==> src/rtl/frogger_pkg.sv <==
// Shared definitions for the frogger scoring blocks: tally FSM states and
// default timing/scoring constants.
package frogger_pkg;

    typedef enum logic [1:0] {
        IDLE    = 2'd0,
        CAPTURE = 2'd1,
        TALLY   = 2'd2,
        DONE    = 2'd3
    } tally_state_t;

    // 50 MHz clock / 2_500_000 = 20 tallied seconds per real second.
    localparam int DEF_TICK_DIV       = 2500000;
    localparam int DEF_POINTS_PER_SEC = 10;
    localparam int DEF_BONUS_W        = 16;

endpackage : frogger_pkg

==> src/rtl/time_bonus_if.sv <==
// Game-control and score signals exchanged between the game controller
// (master) and the time bonus block (slave).
interface time_bonus_if #(
    parameter int BONUS_W = 16
) ();
    logic               gameStart;
    logic               gameEnd;
    logic               levelDone;
    logic [5:0]         tim;
    logic [5:0]         sec_left;
    logic [BONUS_W-1:0] bonus;
    logic               tally_active;
    logic               tally_done;
    logic               timeout;

    modport master (
        output gameStart, gameEnd, levelDone, tim,
        input  sec_left, bonus, tally_active, tally_done, timeout
    );

    modport slave (
        input  gameStart, gameEnd, levelDone, tim,
        output sec_left, bonus, tally_active, tally_done, timeout
    );
endinterface : time_bonus_if

==> src/rtl/tick_divider.sv <==
// Free-running modulo-DIV counter used to pace the bonus tally. wrap is
// high during the enabled cycle in which the counter sits at DIV-1, so the
// consumer acts on the same edge the counter returns to zero.
module tick_divider #(
    parameter int DIV = 4
) (
    input  logic clk,
    input  logic Reset,
    input  logic clr,
    input  logic en,
    output logic wrap
);
    localparam int                CNT_W = (DIV > 1) ? $clog2(DIV) : 1;
    localparam logic [CNT_W-1:0]  LAST  = CNT_W'(DIV - 1);

    logic [CNT_W-1:0] cnt;

    assign wrap = en && (cnt == LAST);

    // Count enabled cycles, restart after DIV-1 or on clear.
    always_ff @(posedge clk or negedge Reset) begin
        if (!Reset) begin
            cnt <= '0;
        end else if (clr) begin
            cnt <= '0;
        end else if (en) begin
            cnt <= wrap ? '0 : cnt + 1'b1;
        end
    end
endmodule : tick_divider

==> src/rtl/time_bonus.sv <==
// End-of-level time bonus: on levelDone the remaining seconds are captured
// and tallied one per TICK_DIV cycles into a saturating bonus score.
// Also flags the moment the level timer runs out during play.
module time_bonus
    import frogger_pkg::*;
#(
    parameter int TICK_DIV       = DEF_TICK_DIV,
    parameter int POINTS_PER_SEC = DEF_POINTS_PER_SEC,
    parameter int BONUS_W        = DEF_BONUS_W
) (
    input  logic         clk,
    input  logic         Reset,
    time_bonus_if.slave  bus
);
    tally_state_t       state;
    logic [5:0]         sec_left_q;
    logic [BONUS_W-1:0] bonus_q;
    logic [5:0]         prev_tim;
    logic               tally_active_q;
    logic               tally_done_q;
    logic               timeout_q;

    logic abort;
    logic tick_clr;
    logic tick_en;
    logic tick_wrap;

    // Adds one second's worth of points, clamping at all-ones.
    function automatic logic [BONUS_W-1:0] sat_add(input logic [BONUS_W-1:0] a);
        logic [BONUS_W:0] sum;
        sum = {1'b0, a} + (BONUS_W + 1)'(POINTS_PER_SEC);
        return sum[BONUS_W] ? {BONUS_W{1'b1}} : sum[BONUS_W-1:0];
    endfunction

    // Leaving play (game over or no game) preempts everything else.
    assign abort    = bus.gameEnd || !bus.gameStart;
    assign tick_clr = (state == CAPTURE);
    assign tick_en  = (state == TALLY) && !abort;

    tick_divider #(
        .DIV (TICK_DIV)
    ) u_tick (
        .clk   (clk),
        .Reset (Reset),
        .clr   (tick_clr),
        .en    (tick_en),
        .wrap  (tick_wrap)
    );

    // Tally FSM with registered status outputs and timeout edge detect.
    always_ff @(posedge clk or negedge Reset) begin
        if (!Reset) begin
            state          <= IDLE;
            sec_left_q     <= '0;
            bonus_q        <= '0;
            prev_tim       <= '0;
            tally_active_q <= 1'b0;
            tally_done_q   <= 1'b0;
            timeout_q      <= 1'b0;
        end else begin
            tally_done_q <= 1'b0;
            prev_tim     <= bus.tim;
            // Only a falling-to-zero transition counts, so holding 0 stays quiet.
            timeout_q    <= (prev_tim != 6'd0) && (bus.tim == 6'd0) &&
                            bus.gameStart && !bus.gameEnd && (state == IDLE);

            if (abort) begin
                state          <= IDLE;
                sec_left_q     <= '0;
                tally_active_q <= 1'b0;
                if (!bus.gameStart) begin
                    bonus_q <= '0;
                end
            end else begin
                case (state)
                    IDLE: begin
                        if (bus.levelDone) begin
                            sec_left_q     <= bus.tim;
                            tally_active_q <= 1'b1;
                            state          <= CAPTURE;
                        end
                    end
                    CAPTURE: begin
                        if (sec_left_q == 6'd0) begin
                            tally_active_q <= 1'b0;
                            tally_done_q   <= 1'b1;
                            state          <= DONE;
                        end else begin
                            state <= TALLY;
                        end
                    end
                    TALLY: begin
                        if (tick_wrap) begin
                            sec_left_q <= sec_left_q - 6'd1;
                            bonus_q    <= sat_add(bonus_q);
                            if (sec_left_q == 6'd1) begin
                                tally_active_q <= 1'b0;
                                tally_done_q   <= 1'b1;
                                state          <= DONE;
                            end
                        end
                    end
                    DONE: begin
                        state <= IDLE;
                    end
                    default: begin
                        state <= IDLE;
                    end
                endcase
            end
        end
    end

    assign bus.sec_left     = sec_left_q;
    assign bus.bonus        = bonus_q;
    assign bus.tally_active = tally_active_q;
    assign bus.tally_done   = tally_done_q;
    assign bus.timeout      = timeout_q;

endmodule : time_bonus

==> src/flat_wrapper.sv <==
// flat-port wrapper written by rule: the top's interface ports become plain ports
module time_bonus_flat import frogger_pkg::*;
#(
    parameter int TICK_DIV       = DEF_TICK_DIV,
    parameter int POINTS_PER_SEC = DEF_POINTS_PER_SEC,
    parameter int BONUS_W        = DEF_BONUS_W
)
  (clk, Reset, bus_gameStart, bus_gameEnd, bus_levelDone, bus_tim, bus_sec_left, bus_bonus, bus_tally_active, bus_tally_done, bus_timeout);
  time_bonus_if #(.BONUS_W(BONUS_W)) bus_i ();
  input  logic clk;
  input  logic Reset;
  input wire logic [$bits(bus_i.gameStart)-1:0] bus_gameStart;
  input wire logic [$bits(bus_i.gameEnd)-1:0] bus_gameEnd;
  input wire logic [$bits(bus_i.levelDone)-1:0] bus_levelDone;
  input wire logic [$bits(bus_i.tim)-1:0] bus_tim;
  output wire logic [$bits(bus_i.sec_left)-1:0] bus_sec_left;
  output wire logic [$bits(bus_i.bonus)-1:0] bus_bonus;
  output wire logic [$bits(bus_i.tally_active)-1:0] bus_tally_active;
  output wire logic [$bits(bus_i.tally_done)-1:0] bus_tally_done;
  output wire logic [$bits(bus_i.timeout)-1:0] bus_timeout;
  assign bus_i.gameStart = bus_gameStart;
  assign bus_i.gameEnd = bus_gameEnd;
  assign bus_i.levelDone = bus_levelDone;
  assign bus_i.tim = bus_tim;
  assign bus_sec_left = bus_i.sec_left;
  assign bus_bonus = bus_i.bonus;
  assign bus_tally_active = bus_i.tally_active;
  assign bus_tally_done = bus_i.tally_done;
  assign bus_timeout = bus_i.timeout;
  time_bonus #(.TICK_DIV(TICK_DIV), .POINTS_PER_SEC(POINTS_PER_SEC), .BONUS_W(BONUS_W)) u_core (.clk(clk), .Reset(Reset), .bus(bus_i));
endmodule
==> config.mk <==
export PLATFORM = sky130hd
export DESIGN_NAME = time_bonus_flat
export DESIGN_NICKNAME = d
export VERILOG_FILES = /design/src/rtl/frogger_pkg.sv /design/src/rtl/time_bonus_if.sv /design/src/rtl/tick_divider.sv /design/src/rtl/time_bonus.sv /design/src/flat_wrapper.sv
export SDC_FILE = /design/constraint.sdc
export NUM_CORES = 1
export LEC_CHECK = 0
export BUFFER_PORTS_ARGS = -buffer_cell sky130_fd_sc_hd__buf_2
export CAP_MARGIN = 25
export CORE_UTILIZATION = 40
export DETAILED_ROUTE_END_ITERATION = 12
export HOLD_SLACK_MARGIN = 0.1
export PLACE_DENSITY = 0.68
export SLEW_MARGIN = 20
export SYNTH_ARGS = -nofsm -noshare
export SYNTH_HDL_FRONTEND = slang
export SYNTH_SLANG_ARGS = --single-unit
export TNS_END_PERCENT = 20
==> constraint.sdc <==
create_clock -name clk -period 2 [get_ports clk]
set_input_delay 0.3 -clock clk [delete_from_list [all_inputs] [get_ports clk]]
set_output_delay 0.3 -clock clk [all_outputs]
set_load 0.05 [all_outputs]
# Yosys cells after proc, flatten, opt, wreduce, memory -nomap -nowiden

Index checks and enable logic that the tools add are counted.

Logic and storage cells: 73
Output and inout bits: 25
Flip-flop bits (word level): 55
Input port bits: 11

Multiplexer cells: 29
Equal/unequal tests: 10
Add/sub/neg operators: 3
Reductions and logical operators: 23

Operator list:

| cell                    | number |
|---|---|
| $mux W16                | 5 |
| $mux W22                | 3 |
| $add A22 B1 Y22 const B | 1 |
| $eq A22 B22 Y1 const B  | 1 |
| $mux W6                 | 3 |
| $add A16 B4 Y17 const B | 1 |
| $logic_not A6 Y1        | 2 |
| $ne A3 B2 Y1 const B    | 4 |
| $pmux W6 S2             | 1 |
| $mux W1                 | 10 |
| $reduce_and A3 Y1       | 3 |
| $mux W2                 | 4 |
| $pmux W2 S4             | 1 |
| $eq A6 B1 Y1 const B    | 1 |
| $logic_and A1 B1 Y1     | 6 |
| $reduce_bool A2 Y1      | 3 |
| $reduce_bool A6 Y1      | 1 |
| $sub A6 B1 Y6 const B   | 1 |
| $reduce_and A5 Y1       | 1 |
| $eq A2 B2 Y1 const B    | 2 |
| $reduce_bool A4 Y1      | 1 |
| $logic_not A1 Y1        | 3 |
| $pmux W1 S3             | 1 |
| $reduce_bool A3 Y1      | 1 |
| other kinds (5)         | 5 |

# Depth between registers and ports, before layout

Gate-level depths: netlist (run 1).

Depth in word-level cells: 8
Depth in mapped cells: 9

# Modules after synthesis

A second synthesis (run 1) with hierarchy kept.

Cell total of the unflattened synthesis: 326
Area total of the unflattened synthesis: 3,120.5 um^2

Modules (own cells, without submodules):

| module       | instances | area an instance (um^2) | seq. area each (um^2) | cells each |
|---|---|---|---|---|
| time_bonus   | 1         | 1,869.3                 | 825.8                 | 188 |
| tick_divider | 1         | 1,251.2                 | 550.5                 | 138 |

# Worst setup path after synthesis (run 1)

Ideal clock, no wire load.

Path kind: reg2reg
Start: register u_core.state[0]
End: register u_core.bonus_q[5], in the netlist u_core.bus.bonus[5]
Setup time: 83 ps
Arrival: 1,961 ps
Setup slack: -44 ps
Buffers on the path: 3
Cell stages (with the launch flop): 10
Period minus slack after synthesis: 2,044 ps
Cell sequence: dfrtp_1 inv_1 ha_1 clkbuf_1 nand2b_1 clkbuf_1 nor4_4 nand4_1 clkbuf_1 o21ai_0

Cells in the longest elaborated chain, start to end: 5

Ends and longest elaborated chain:

| element                       | line                               | RTL |
|---|---|---|
| start: declaration            | time_bonus.sv:15                   | `tally_state_t state;` |
| start signal: assignment      | time_bonus.sv:53                   | `state <= IDLE;` |
| start signal: assignment      | time_bonus.sv:68                   | `state <= IDLE;` |
| start signal: assignment      | time_bonus.sv:80                   | `state <= CAPTURE;` |
| $eq A2 B2 Y1 *                | time_bonus.sv:38, time_bonus.sv:75 |  |
| $logic_and A1 B1 Y1           | time_bonus.sv:38                   | `assign tick_en = (state == TALLY) && !abort;` |
| $logic_and A1 B1 Y1           | tick_divider.sv:18                 | `assign wrap = en && (cnt == LAST);` |
| $reduce_bool A2 Y1 (no line)  | n/a                                |  |
| $reduce_and A3 Y1 (no line) * | n/a                                |  |
| end signal: assignment        | time_bonus.sv:95                   | `bonus_q <= sat_add(bonus_q);` |
| end: declaration              | time_bonus.sv:17                   | `logic [BONUS_W-1:0] bonus_q;` |

Every way passes the cells marked *; elsewhere a longest branch is shown, timed or not.
A chain may end at the register's enable or synchronous reset.

# Final worst setup path (run 1)

Start: register u_core.u_tick.cnt[9]
End: register u_core.sec_left_q[2], in the netlist u_core.bus.sec_left[2]

Cells in the longest elaborated chain, start to end: 4

Ends and longest elaborated chain:

| element                     | line               | RTL |
|---|---|---|
| start: declaration          | tick_divider.sv:16 | `logic [CNT_W-1:0] cnt;` |
| start signal: assignment    | tick_divider.sv:27 | `cnt <= wrap ? '0 : cnt + 1'b1;` |
| $eq A22 B22 Y1              | tick_divider.sv:18 |  |
| $logic_and A1 B1 Y1         | tick_divider.sv:18 |  |
| $ne A3 B2 Y1 (no line)      | n/a                |  |
| $reduce_and A3 Y1 (no line) | n/a                |  |
| end signal: assignment      | time_bonus.sv:78   | `sec_left_q <= bus.tim;` |
| end signal: assignment      | time_bonus.sv:94   | `sec_left_q <= sec_left_q - 6'd1;` |
| end: declaration            | time_bonus.sv:16   | `logic [5:0] sec_left_q;` |

No other way between the ends.

==> key figures, run 1 <==
GRT
  • Pin count of the biggest net entering global routing: 32
  • First-pass GRT wire length: 12,770 um
  • Initial antenna violation count: 0
  • Vias in the first global route: 2,627
  • Grt ovf: 0
  • Gr usage total: 19.02%

Yosys
  • Syn Area/Cell: between 9 and 10 um^2
  • Synth Instances: 339
  • Seq cells post-synth: 55
  • Area leader, netlist: dfrtp_1
  • Synth unique cells: 56
  • Top_reg_cell synth: dfrtp_1
  • Proportion of netlist area held by the largest area contributor: 43.46%
  • Area of the mapped netlist: 3167 um^2
  • Post-synth EDFFs: 0
  • Ys async rst share: 100.0%
  • Synth area leaders: dfrtp_1 43%, nand3_1 4.0%, ha_1 3.6%
  • Syn_nets: 359
  • Ys Warns: 0
  • Sequential share of the synthesized area: about 43%

Routing
  • Routed wire length: between 7000 and 8000 um
  • Vias per cell: ~5.6
  • ANT nets after route: 0
  • DRC viols: 0
  • TritonRoute pass-1 iters: 4
  • Via count: approximately 2.8k
  • Starting DRT DRC Count: 121
  • DR WL/cell: 15.00 um

Clocking
  • Root buf cell: clkbuf_8
  • CTS tree: built
  • Postcts setup bufs: 0
  • Max Root-Sink Buffers: 2
  • Clock sink total: 55
  • Skew-Pair Late Insertion Delay: 0.31 ns
  • CTS clock-pin slew for the worst setup and hold paths: 0.09 ns
  • TritonCTS buffer count: 5
  • H-tree levels: 2

Worst hold path
  • Hold Crit Start: bus_tim[0]
  • Hold Path Class: input pin to flip-flop

STA
  • Final Hold Viols: 0
  • Worst slew margin: 61.25%
  • Final worst-path cycle share: 101.4%
  • Worst-margin pin slew: a little under 0.6 ns
  • Fmax: 493.0 MHz
  • Final setup margin: -0.02845 ns
  • Final clock skew: 0.009390 ns
  • Final Max Slew Viols: 0
  • Finish-stage setup viols: 1
  • Minimum clock period: 2.028 ns
  • RSZ-0062 raised after global routing: yes

Floorplanning
  • I/O pin total: 36
  • Core area: 7687 um^2
  • Full die area: just over 8000 um^2
  • Die outline height: 90.98 um
  • DIE WIDTH: 90.98 um
  • Rows: 32
  • Initial Util: between 40% and 50%

Placement
  • RD Place Congestion: about 0.85
  • Placed cells: 502
  • # port buffers: 35
  • Post-DP Area: 3722 um^2
  • HPWL Detailed: 5788 um
  • Worst slack, placed: -0.07898 ns

Finish
  • Share of layout cells above drive strength 1: 27.45%
  • Final Non-Filler Cells: 510
  • Antenna diodes: 0
  • Final-layout fill cell count: approximately 730
  • Post-route design area: a little under 4000 um^2
  • Nets@finish: 428
  • Synth-to-Final Area Change: 23.27%

Run status
  • Status: complete, but fails checks
  • Failing checks: negative setup slack

Critical path
  • Required @ worst endpoint: 2.21 ns
  • Worst Setup SP: u_core.u_tick.cnt[9]$_DFFE_PN0P_
  • CP Launch Type: flip-flop
  • Arrival time at the worst endpoint: 2.24 ns
  • CP Capture Type: flip-flop
  • FF-to-FF Start: u_core.u_tick.cnt[9]$_DFFE_PN0P_
  • Worst Path Max Fanout: 5
  • Setup Crit Path Kind: flip-flop to flip-flop
  • Reg2Reg Setup Slack: -0.03 ns

Power
  • VDD IR max: approximately 250 uV
  • PwrDens: 527.3 nW/um^2
  • Lkg Pwr: 1.723 nW

Job
  • Max-cap violations: 0
==> synthesized netlist by cell type (all sizes together), types with 6 or more instances <==
master and number:
a21oi 14, a31oi 7, and4 6, clkbuf 9, dfrtp 55, ha 9
inv 11, nand2 25, nand3 25, nand4 17, nor2 30, nor3 6
nor4 11, nor4b 7, o21ai 20, xnor2 9, xor2 12
==> cells by family (layout without fill, tap and decap cells) <==
family	Yosys count	after routing	synth area share, %
and+or+nand+nor	158	158	29.36
AOI/OAI and AO/OA	67	67	13.32
DFF	55	55	43.46
buffers and inverters	25	94	3.200
xor gates and xnor gates	21	21	5.808
adders and majority gates	9	9	3.556
muxes	4	4	1.304
==> cells in the final DEF (no fill, tap or decap), types with 5 or more instances in the layout <==
cell	count
o21ai_0	14
and4_1	5
nand2b_1	5
o21ai_1	5
and3_1	5
nand3_1	25
a21oi_1	14
buf_4	36
clkbuf_8	6
xor2_1	12
nor4_1	7
a31oi_1	7
nand2_1	23
ha_1	8
nor2_1	26
buf_2	35
nand4_1	17
dfrtp_1	55
inv_1	11
nor3_1	5
xnor2_1	9
==> cell type report <==
type	instances	area, um^2	share of cell area (%)
well taps	102	127.6	3.269
flip-flops and latches	55	1376	35.26
inverters	11	41.29	1.058
repair buffers	76	509.2	13.04
multi-input cells	259	1762	45.13
clock inverters	1	5.005	0.1282
clock buffers	6	82.58	2.115
==> report_power, final <==
group	switching (mW)	leakage [nW]	internal (mW)	total, mW
clock	0.346	0.0470	0.273	0.619
sequential	0.0313	0.750	1.14	1.17
combinational	0.166	0.926	0.101	0.266
total	0.543	1.72	1.52	2.06
==> sequential cells by signal (all words and copies together) (netlist names) <==
name                     cells
u_core.bus.bonus            16
u_core.u_tick.cnt           22
u_core.bus.sec_left          6
u_core.state                 2
u_core.bus.timeout           1
u_core.prev_tim              6
u_core.bus.tally_done        1
u_core.bus.tally_active      1
==> critical path, cell delays in order, from the launching register on <==
cell and delay, ns:
dfrtp_1 0.43, nor4b_2 0.31, and4_2 0.35, nand3_1 0.16, or4b_1 0.48, a31oi_1 0.20
==> through the flow <==
step                      hold WS, ns  setup TNS, ns  power [mW]  utilization (%)
final                          0.1321       -0.02845       2.058            50.78
after global routing           0.1247        -0.5176       2.161            50.78
after CTS                      0.1214              0       2.073            49.82
after detailed placement       0.3268        -0.6700       1.450            48.42
after global placement         0.3169       -0.08669       1.444            48.42
after floorplan              0.004409              0       1.328                -
==> timing repair <==
item,CTS,global route
gates resized for setup,4,21
hold endpoints to repair,24,0
endpoints found under the setup margin,15,38
pin swaps,0,1
hold buffers,1,0
==> final timing paths <==
| path | endpoint | cells after the start |
|---|---|---|
| max | u_core.bus.sec_left[2]$_DFFE_PN0P_ | 5 |
| min | u_core.prev_tim[0]$_DFF_PN0_ | 1 |
| min in group asynchronous | u_core.bus.bonus[11]$_DFFE_PN0P_ | 2 |
| min reg2reg | u_core.bus.bonus[0]$_DFFE_PN0P_ | 2 |
| max in group asynchronous | u_core.u_tick.cnt[6]$_DFFE_PN0P_ | 3 |
| max reg2reg | u_core.bus.sec_left[2]$_DFFE_PN0P_ | 5 |
==> layer usage <==
metal / track usage (%) / up-vias / wire, um
met5: 0 / - / 0
met2: 32.39 / 55 / 3745
li1: - / 1388 / -
met1: 25.00 / 1381 / 3529
met3: 2.931 / 10 / 258
met4: 5.556 / 0 / 119
Power figures use the tool's default switching activity.
==> inputs of run 2 (changes only) <==
Settings changed: CTS_BUF_LIST set to sky130_fd_sc_hd__clkbuf_16.
==> key figures, run 2 (synthesis gave the netlist of run 1 again) <==
Power
  • Clock power share: 36.4% (was 30.1%)
  • P_int: 1.694 mW (was 1.515 mW)
  • Power, Total: 2.264 mW (was 2.058 mW)
  • P_sw: 569.9 uW (was 543.2 uW)
  • Switching share of power: 25.17% (was 26.39%)
  • PwrDens: 574.2 nW/um^2 (was 527.3 nW/um^2)
  • Lkg Pwr: 1.741 nW (was 1.723 nW)
  • Sequential share of power: 51.8% (was 57.0%)
  • Logic pwr share: 11.7% (was 12.9%)
  • VDD IR max: 295.1 uV (was 246.3 uV)

Critical path
  • Setup Crit Path Kind: flip-flop to flip-flop (unchanged)
  • Worst Setup SP: u_core.u_tick.cnt[9]$_DFFE_PN0P_ (unchanged)
  • Arrival time at the worst endpoint: 2.21 ns (was 2.24 ns)
  • Worst Path Max Fanout: 5 (unchanged)
  • Required @ worst endpoint: 2.20 ns (was 2.21 ns)
  • CP Launch Type: flip-flop (unchanged)
  • Reg2Reg Setup Slack: -0.008 ns (was -0.03 ns)
  • Reg-to-Reg End: u_core.bus.sec_left[2]$_DFFE_PN0P_ (unchanged)
  • FF-to-FF Start: u_core.u_tick.cnt[9]$_DFFE_PN0P_ (unchanged)
  • Worst setup endpoint: u_core.bus.sec_left[2]$_DFFE_PN0P_ (unchanged)
  • Register-to-Register Path Depth: 5 (unchanged)
  • CP Capture Type: flip-flop (unchanged)

STA
  • RSZ-0062 raised after global routing: yes (unchanged)
  • Setup TNS: -0.007819 ns (was -0.02845 ns)
  • Fmax: 498.1 MHz (was 493.0 MHz)
  • Final clock skew: 0.005646 ns (was 0.009390 ns)
  • Worst slew margin: 61.26% (was 61.25%)
  • Minimum clock period: 2.008 ns (was 2.028 ns)
  • Finish-stage setup viols: 1 (unchanged)
  • Final Hold Viols: 0 (unchanged)
  • Final worst-path cycle share: 100.4% (was 101.4%)
  • Worst-margin pin slew: 0.5811 ns (was 0.5812 ns)
  • Final Max Slew Viols: 0 (unchanged)
  • Final setup margin: -0.007819 ns (was -0.02845 ns)

Floorplanning
  • Initial Util: 41.19% (unchanged)
  • Die outline height: 90.98 um (unchanged)
  • I/O pin total: 36 (unchanged)
  • Rows: 32 (unchanged)
  • DIE WIDTH: 90.98 um (unchanged)
  • Full die area: 8276 um^2 (unchanged)
  • Core area: 7687 um^2 (unchanged)

Placement
  • RD Place Congestion: 0.8545 (unchanged)
  • # port buffers: 35 (unchanged)
  • HPWL Detailed: 5788 um (unchanged)

Routing
  • TritonRoute pass-1 iters: 4 (unchanged)
  • Routed wire length: 7625 um (was 7651 um)
  • Starting DRT DRC Count: 109 (was 121)
  • Vias per cell: 5.549 (was 5.557)
  • DR WL/cell: 14.95 um (was 15.00 um)
  • Via count: 2,830 (was 2,834)
  • ANT nets after route: 0 (unchanged)
  • DRC viols: 0 (unchanged)

Clocking
  • Clock sink total: 55 (unchanged)
  • Root buf cell: clkbuf_16 (was clkbuf_8)
  • CTS tree: built (unchanged)
  • Skew-Pair Late Insertion Delay: 0.29 ns (was 0.31 ns)
  • H-tree levels: 2 (unchanged)
  • Max Root-Sink Buffers: 2 (unchanged)
  • TritonCTS buffer count: 5 (unchanged)
  • CTS clock-pin slew for the worst setup and hold paths: 0.06 ns (was 0.09 ns)

GRT
  • Initial antenna violation count: 0 (unchanged)
  • Vias in the first global route: 2,652 (was 2,627)
  • Pin count of the biggest net entering global routing: 32 (unchanged)
  • First-pass GRT wire length: 12,990 um (was 12,770 um)
  • Grt ovf: 0 (unchanged)
  • Gr usage total: 19.44% (was 19.02%)

Finish
  • Max reg flops: 22 (unchanged)
  • Share of layout cells above drive strength 1: 26.72% (was 27.45%)
  • Largest Register: u_core.u_tick.cnt (unchanged)
  • Nets@finish: 428 (unchanged)
  • Commonest non-fill, non-tap cell in the layout: dfrtp_1 (unchanged)
  • Antenna diodes: 0 (unchanged)
  • Most frequent cells in the layout: 55 x dfrtp_1, 37 x buf_4, 35 x buf_2, 27 x nor2_1, 25 x nand3_1 (was 55 x dfrtp_1, 36 x buf_4, 35 x buf_2, 26 x nor2_1, 25 x nand3_1)
  • Synth-to-Final Area Change: 24.50% (was 23.27%)

Run status
  • Failing checks: negative setup slack (unchanged)
  • Status: complete, but fails checks (unchanged)

Job
  • Max-cap violations: 0 (unchanged)

Worst hold path
  • Hold Path Class: input pin to flip-flop (unchanged)
-- run 2: critical path, cell delays in order (launching register included) --
cell     delay, ns
dfrtp_1       0.42
nor4b_2       0.31
and4_2        0.35
nand3_1       0.16
or4b_1        0.48
a31oi_1       0.20
-- run 2: final cells by class --
class | instances | area, um^2
clock buffers | 5 | 125.1
clock inverters | 2 | 8.758
fillers | 726 | 3745
inverters | 11 | 41.29
multi-input cells | 259 | 1758
flip-flops and latches | 55 | 1376
well taps | 102 | 127.6
repair buffers | 76 | 505.5
-- run 2: how the worst min path moves through the flow --
stage                          start                          endpoint  slack (ns)  cells past startpoint
after floorplan                Reset   u_core.bus.bonus[0]$_DFFE_PN0P_       0.004                      0
after global placement         Reset  u_core.bus.bonus[11]$_DFFE_PN0P_        0.32                      1
after detailed placement       Reset  u_core.bus.bonus[11]$_DFFE_PN0P_        0.33                      1
after CTS                 bus_tim[0]      u_core.prev_tim[0]$_DFF_PN0_        0.14                      1
after global routing      bus_tim[3]      u_core.prev_tim[3]$_DFF_PN0_        0.15                      1
final                     bus_tim[0]      u_core.prev_tim[0]$_DFF_PN0_        0.15                      1
-- run 2: power groups by stage --
stage / sequential [mW] / clock, mW / combinational, mW
2_1_floorplan: 1.22 / 0 / 0.112
3_3_place_gp: 1.19 / 0 / 0.252
3_5_place_dp: 1.19 / 0 / 0.255
4_1_cts: 1.17 / 0.847 / 0.259
5_1_grt: 1.18 / 0.899 / 0.295
6_report: 1.17 / 0.824 / 0.266
-- run 2: repair_timing --
item | CTS | global route
endpoints found under the setup margin | 14 | 39
hold endpoints to repair | 24 | 0
hold buffers | 1 | 0
cloned | 0 | 0
setup buffers | 0 | 0
resized for setup | 4 | 18
pin swaps | 0 | 2
-- run 2: layer usage --
metal	track usage (%)	share of wire [%]	vias up
met1	25.60	46	1371
met5	0	0	-
li1	-	-	1390
met4	5.952	1.6	0
met3	3.099	3.9	10
met2	32.83	49	59
-- run 2: through the flow --
stage | setup WS [ns] | cell area, um^2 | utilization, % | instances | hold WS, ns
floorplan | 0.05422 | 3168 | - | 339 | 0.004409
global placement | -0.05426 | 3722 | 48.42 | 502 | 0.3169
detailed placement | -0.07898 | 3722 | 48.42 | 502 | 0.3268
CTS | 0.005148 | 3876 | 50.42 | 510 | 0.1416
global route | -0.07389 | 3943 | 51.29 | 510 | 0.1459
finish | -0.007819 | 3943 | 51.29 | 510 | 0.1502
==> inputs of run 3 (changes only) <==
Settings changed: GPL_TIMING_DRIVEN set to 0, PLACE_DENSITY 0.68 to 0.66.
Clock period 2 ns to 2.35 ns, I/O delays scaled along.
==> key figures, run 3 (synthesis gave the netlist of run 1 again) <==
Power
  • P_sw: 528.3 uW (was 569.9 uW)
  • P_int: 1.435 mW (was 1.694 mW)
  • PwrDens: 536.9 nW/um^2 (was 574.2 nW/um^2)
  • Clock power share: 39.7% (was 36.4%)
  • Sequential share of power: 51.1% (was 51.8%)
  • VDD IR max: 276.5 uV (was 295.1 uV)
  • Logic pwr share: 9.2% (was 11.7%)
  • Switching share of power: 26.90% (was 25.17%)
  • Lkg Pwr: 1.573 nW (was 1.741 nW)

Floorplanning
  • Die outline height: 90.98 um (unchanged)
  • Initial Util: 41.19% (unchanged)
  • Full die area: 8276 um^2 (unchanged)
  • Rows: 32 (unchanged)
  • DIE WIDTH: 90.98 um (unchanged)
  • Core area: 7687 um^2 (unchanged)
  • I/O pin total: 36 (unchanged)

Clocking
  • H-tree levels: 2 (unchanged)
  • Max Root-Sink Buffers: 2 (unchanged)
  • CTS tree: built (unchanged)
  • CTS clock-pin slew for the worst setup and hold paths: 0.08 ns (was 0.06 ns)
  • Root buf cell: clkbuf_16 (unchanged)
  • Clock sink total: 55 (unchanged)
  • TritonCTS buffer count: 5 (unchanged)
  • Skew-Pair Late Insertion Delay: 0.30 ns (was 0.29 ns)
  • CTS Hold Bufs: 0 (was 1)

Finish
  • Share of layout cells above drive strength 1: 17.85% (was 26.72%)
  • Synth-to-Final Area Change: 15.49% (was 24.50%)
  • Register Area: 1376 um^2 (unchanged)
  • Max reg flops: 22 (unchanged)
  • Largest Register: u_core.u_tick.cnt (unchanged)
  • Final Non-Filler Cells: 483 (was 510)
  • Area of the multi-input gates: 1717 um^2 (was 1758 um^2)
  • Post-route design area: 3657 um^2 (was 3943 um^2)
  • Commonest non-fill, non-tap cell in the layout: dfrtp_1 (unchanged)
  • Nets@finish: 400 (was 428)
  • Antenna diodes: 0 (unchanged)
  • Most frequent cells in the layout: 55 x dfrtp_1, 37 x buf_2, 28 x nor2_1, 25 x nand2_1, 25 x nand3_1 (was 55 x dfrtp_1, 37 x buf_4, 35 x buf_2, 27 x nor2_1, 25 x nand3_1)
  • Final-layout fill cell count: 735 (was 726)

Routing
  • DRC viols: 0 (unchanged)
  • Vias per cell: 5.714 (was 5.549)
  • Starting DRT DRC Count: 126 (was 109)
  • DR WL/cell: 15.62 um (was 14.95 um)
  • Via count: 2,760 (was 2,830)
  • ANT nets after route: 0 (unchanged)
  • TritonRoute pass-1 iters: 4 (unchanged)
  • Routed wire length: 7543 um (was 7625 um)

Critical path
  • CP Capture Type: flip-flop (unchanged)
  • Crit-path cells: inv_1, ha_2, nand3b_1, nor2_2, a21boi_0, buf_2, o21ai_0, a31oi_1 (was nor4b_2, and4_2, nand3_1, or4b_1, a31oi_1)
  • CP Launch Type: flip-flop (unchanged)
  • Max stage delay cell, worst path: dfrtp_1 (was or4b_1)
  • Worst Path Max Fanout: 10 (was 5)
  • Required @ worst endpoint: 2.57 ns (was 2.20 ns)
  • Setup Crit Path Kind: flip-flop to flip-flop (unchanged)
  • Arrival time at the worst endpoint: 2.37 ns (was 2.21 ns)
  • Crit path largest cell delay: 0.41 ns (was 0.48 ns)

Worst hold path
  • Hold Path Class: input pin to asynchronous set/reset pin (was input pin to flip-flop)

Placement
  • Placed cells: 476 (was 502)
  • RD Place Congestion: 0.8198 (was 0.8545)
  • # port buffers: 35 (unchanged)
  • Worst slack, placed: -0.1581 ns (was -0.07898 ns)
  • Post-DP Area: 3472 um^2 (was 3722 um^2)
  • HPWL Detailed: 5436 um (was 5788 um)

STA
  • Final clock skew: 0.009049 ns (was 0.005646 ns)
  • Final setup margin: 0.1990 ns (was -0.007819 ns)
  • Minimum clock period: 2.151 ns (was 2.008 ns)
  • Worst slew margin: 48.85% (was 61.26%)
  • Final Max Slew Viols: 0 (unchanged)
  • Finish-stage setup viols: 0 (was 1)
  • Worst-margin pin slew: 0.7672 ns (was 0.5811 ns)
  • Fmax: 464.9 MHz (was 498.1 MHz)
  • Final Hold Viols: 0 (unchanged)
  • Final worst-path cycle share: 91.53% (was 100.4%)

GRT
  • Grt ovf: 0 (unchanged)
  • First-pass GRT wire length: 13,060 um (was 12,990 um)
  • Gr usage total: 19.42% (was 19.44%)
  • Vias in the first global route: 2,668 (was 2,652)
  • Pin count of the biggest net entering global routing: 56 (was 32)
  • Initial antenna violation count: 0 (unchanged)

Job
  • Max-cap violations: 0 (unchanged)

Run status
  • Status: finished clean (was complete, but fails checks)
## run 3: changes by cell type in the layout (fill, tap and decap cells not counted), sizes merged
cell	delta
clkbuf	+8
dlygate4sd3	-1
buf	-35
inv	+1
## run 3: final cells by class
class	instances	share of cell area, %
multi-input cells	259	46.94
flip-flops and latches	55	37.63
repair buffers	36	5.063
well taps	102	3.490
clock buffers	5	3.421
plain buffers	12	1.540
inverters	11	1.129
clock inverters	3	0.7869
## run 3: what timing repair did
item / 4_1_cts / 5_1_grt
gates resized for setup: 1 / 11
buffers inserted: 1 / 0
pin swaps: 1 / 0
endpoints found under the setup margin: 26 / 39
## run 3: path summary, 6_finish.rpt
path	startpoint	endpoint	slack, ns	depth (start not counted)
setup reg to reg	u_core.state[0]$_DFFE_PN0P_	u_core.u_tick.cnt[18]$_DFFE_PN0P_	0.20	8
min in group clk	bus_tim[1]	u_core.prev_tim[1]$_DFF_PN0_	0.18	1
setup / recovery	u_core.state[0]$_DFFE_PN0P_	u_core.u_tick.cnt[18]$_DFFE_PN0P_	0.20	8
max in group asynchronous	Reset	u_core.u_tick.cnt[4]$_DFFE_PN0P_	1.78	1
hold reg to reg	u_core.bus.bonus[0]$_DFFE_PN0P_	u_core.bus.bonus[0]$_DFFE_PN0P_	0.49	2
hold / removal	Reset	u_core.bus.bonus[8]$_DFFE_PN0P_	0.09	1
## run 3: routing by layer
| layer | global-route usage [%] | routed length (um) |
|---|---|---|
| met3 | 3.685 | 311 |
| met2 | 33.02 | 3734 |
| met1 | 25.36 | 3423 |
| met5 | 0 | 0 |
| met4 | 5.026 | 74 |
## run 3: through the flow
stage          utilization [%]  hold slack [ns]  setup TNS (ns)  power (mW)
6_report                 47.57          0.08918               0       1.964
5_1_grt                  47.57           0.1641      -0.0004499       2.053
4_1_cts                  47.22           0.1328               0       1.982
3_5_place_dp             45.17           0.4491          -1.614       1.203
3_3_place_gp             45.13           0.4598          -1.112       1.197
2_1_floorplan                -          0.05691               0       1.130
## run 3: power groups by stage
stage	sequential, mW	combinational, mW	clock, mW
floorplan	1.03	0.0955	0
global placement	1.02	0.175	0
detailed placement	1.02	0.179	0
CTS	1.00	0.180	0.796
global route	1.01	0.202	0.841
finish	1.00	0.180	0.780
## run 3: worst max-delay path: cells and delay by family, from the launching register on
family / cells / cell delay (ns)
flip-flops: 1 / 0.41
buffers and inverters: 2 / 0.38
AND/OR/NAND/NOR: 2 / 0.45
AO/OA/AOI/OAI: 3 / 0.55
adder cells (fa/ha/maj): 1 / 0.29
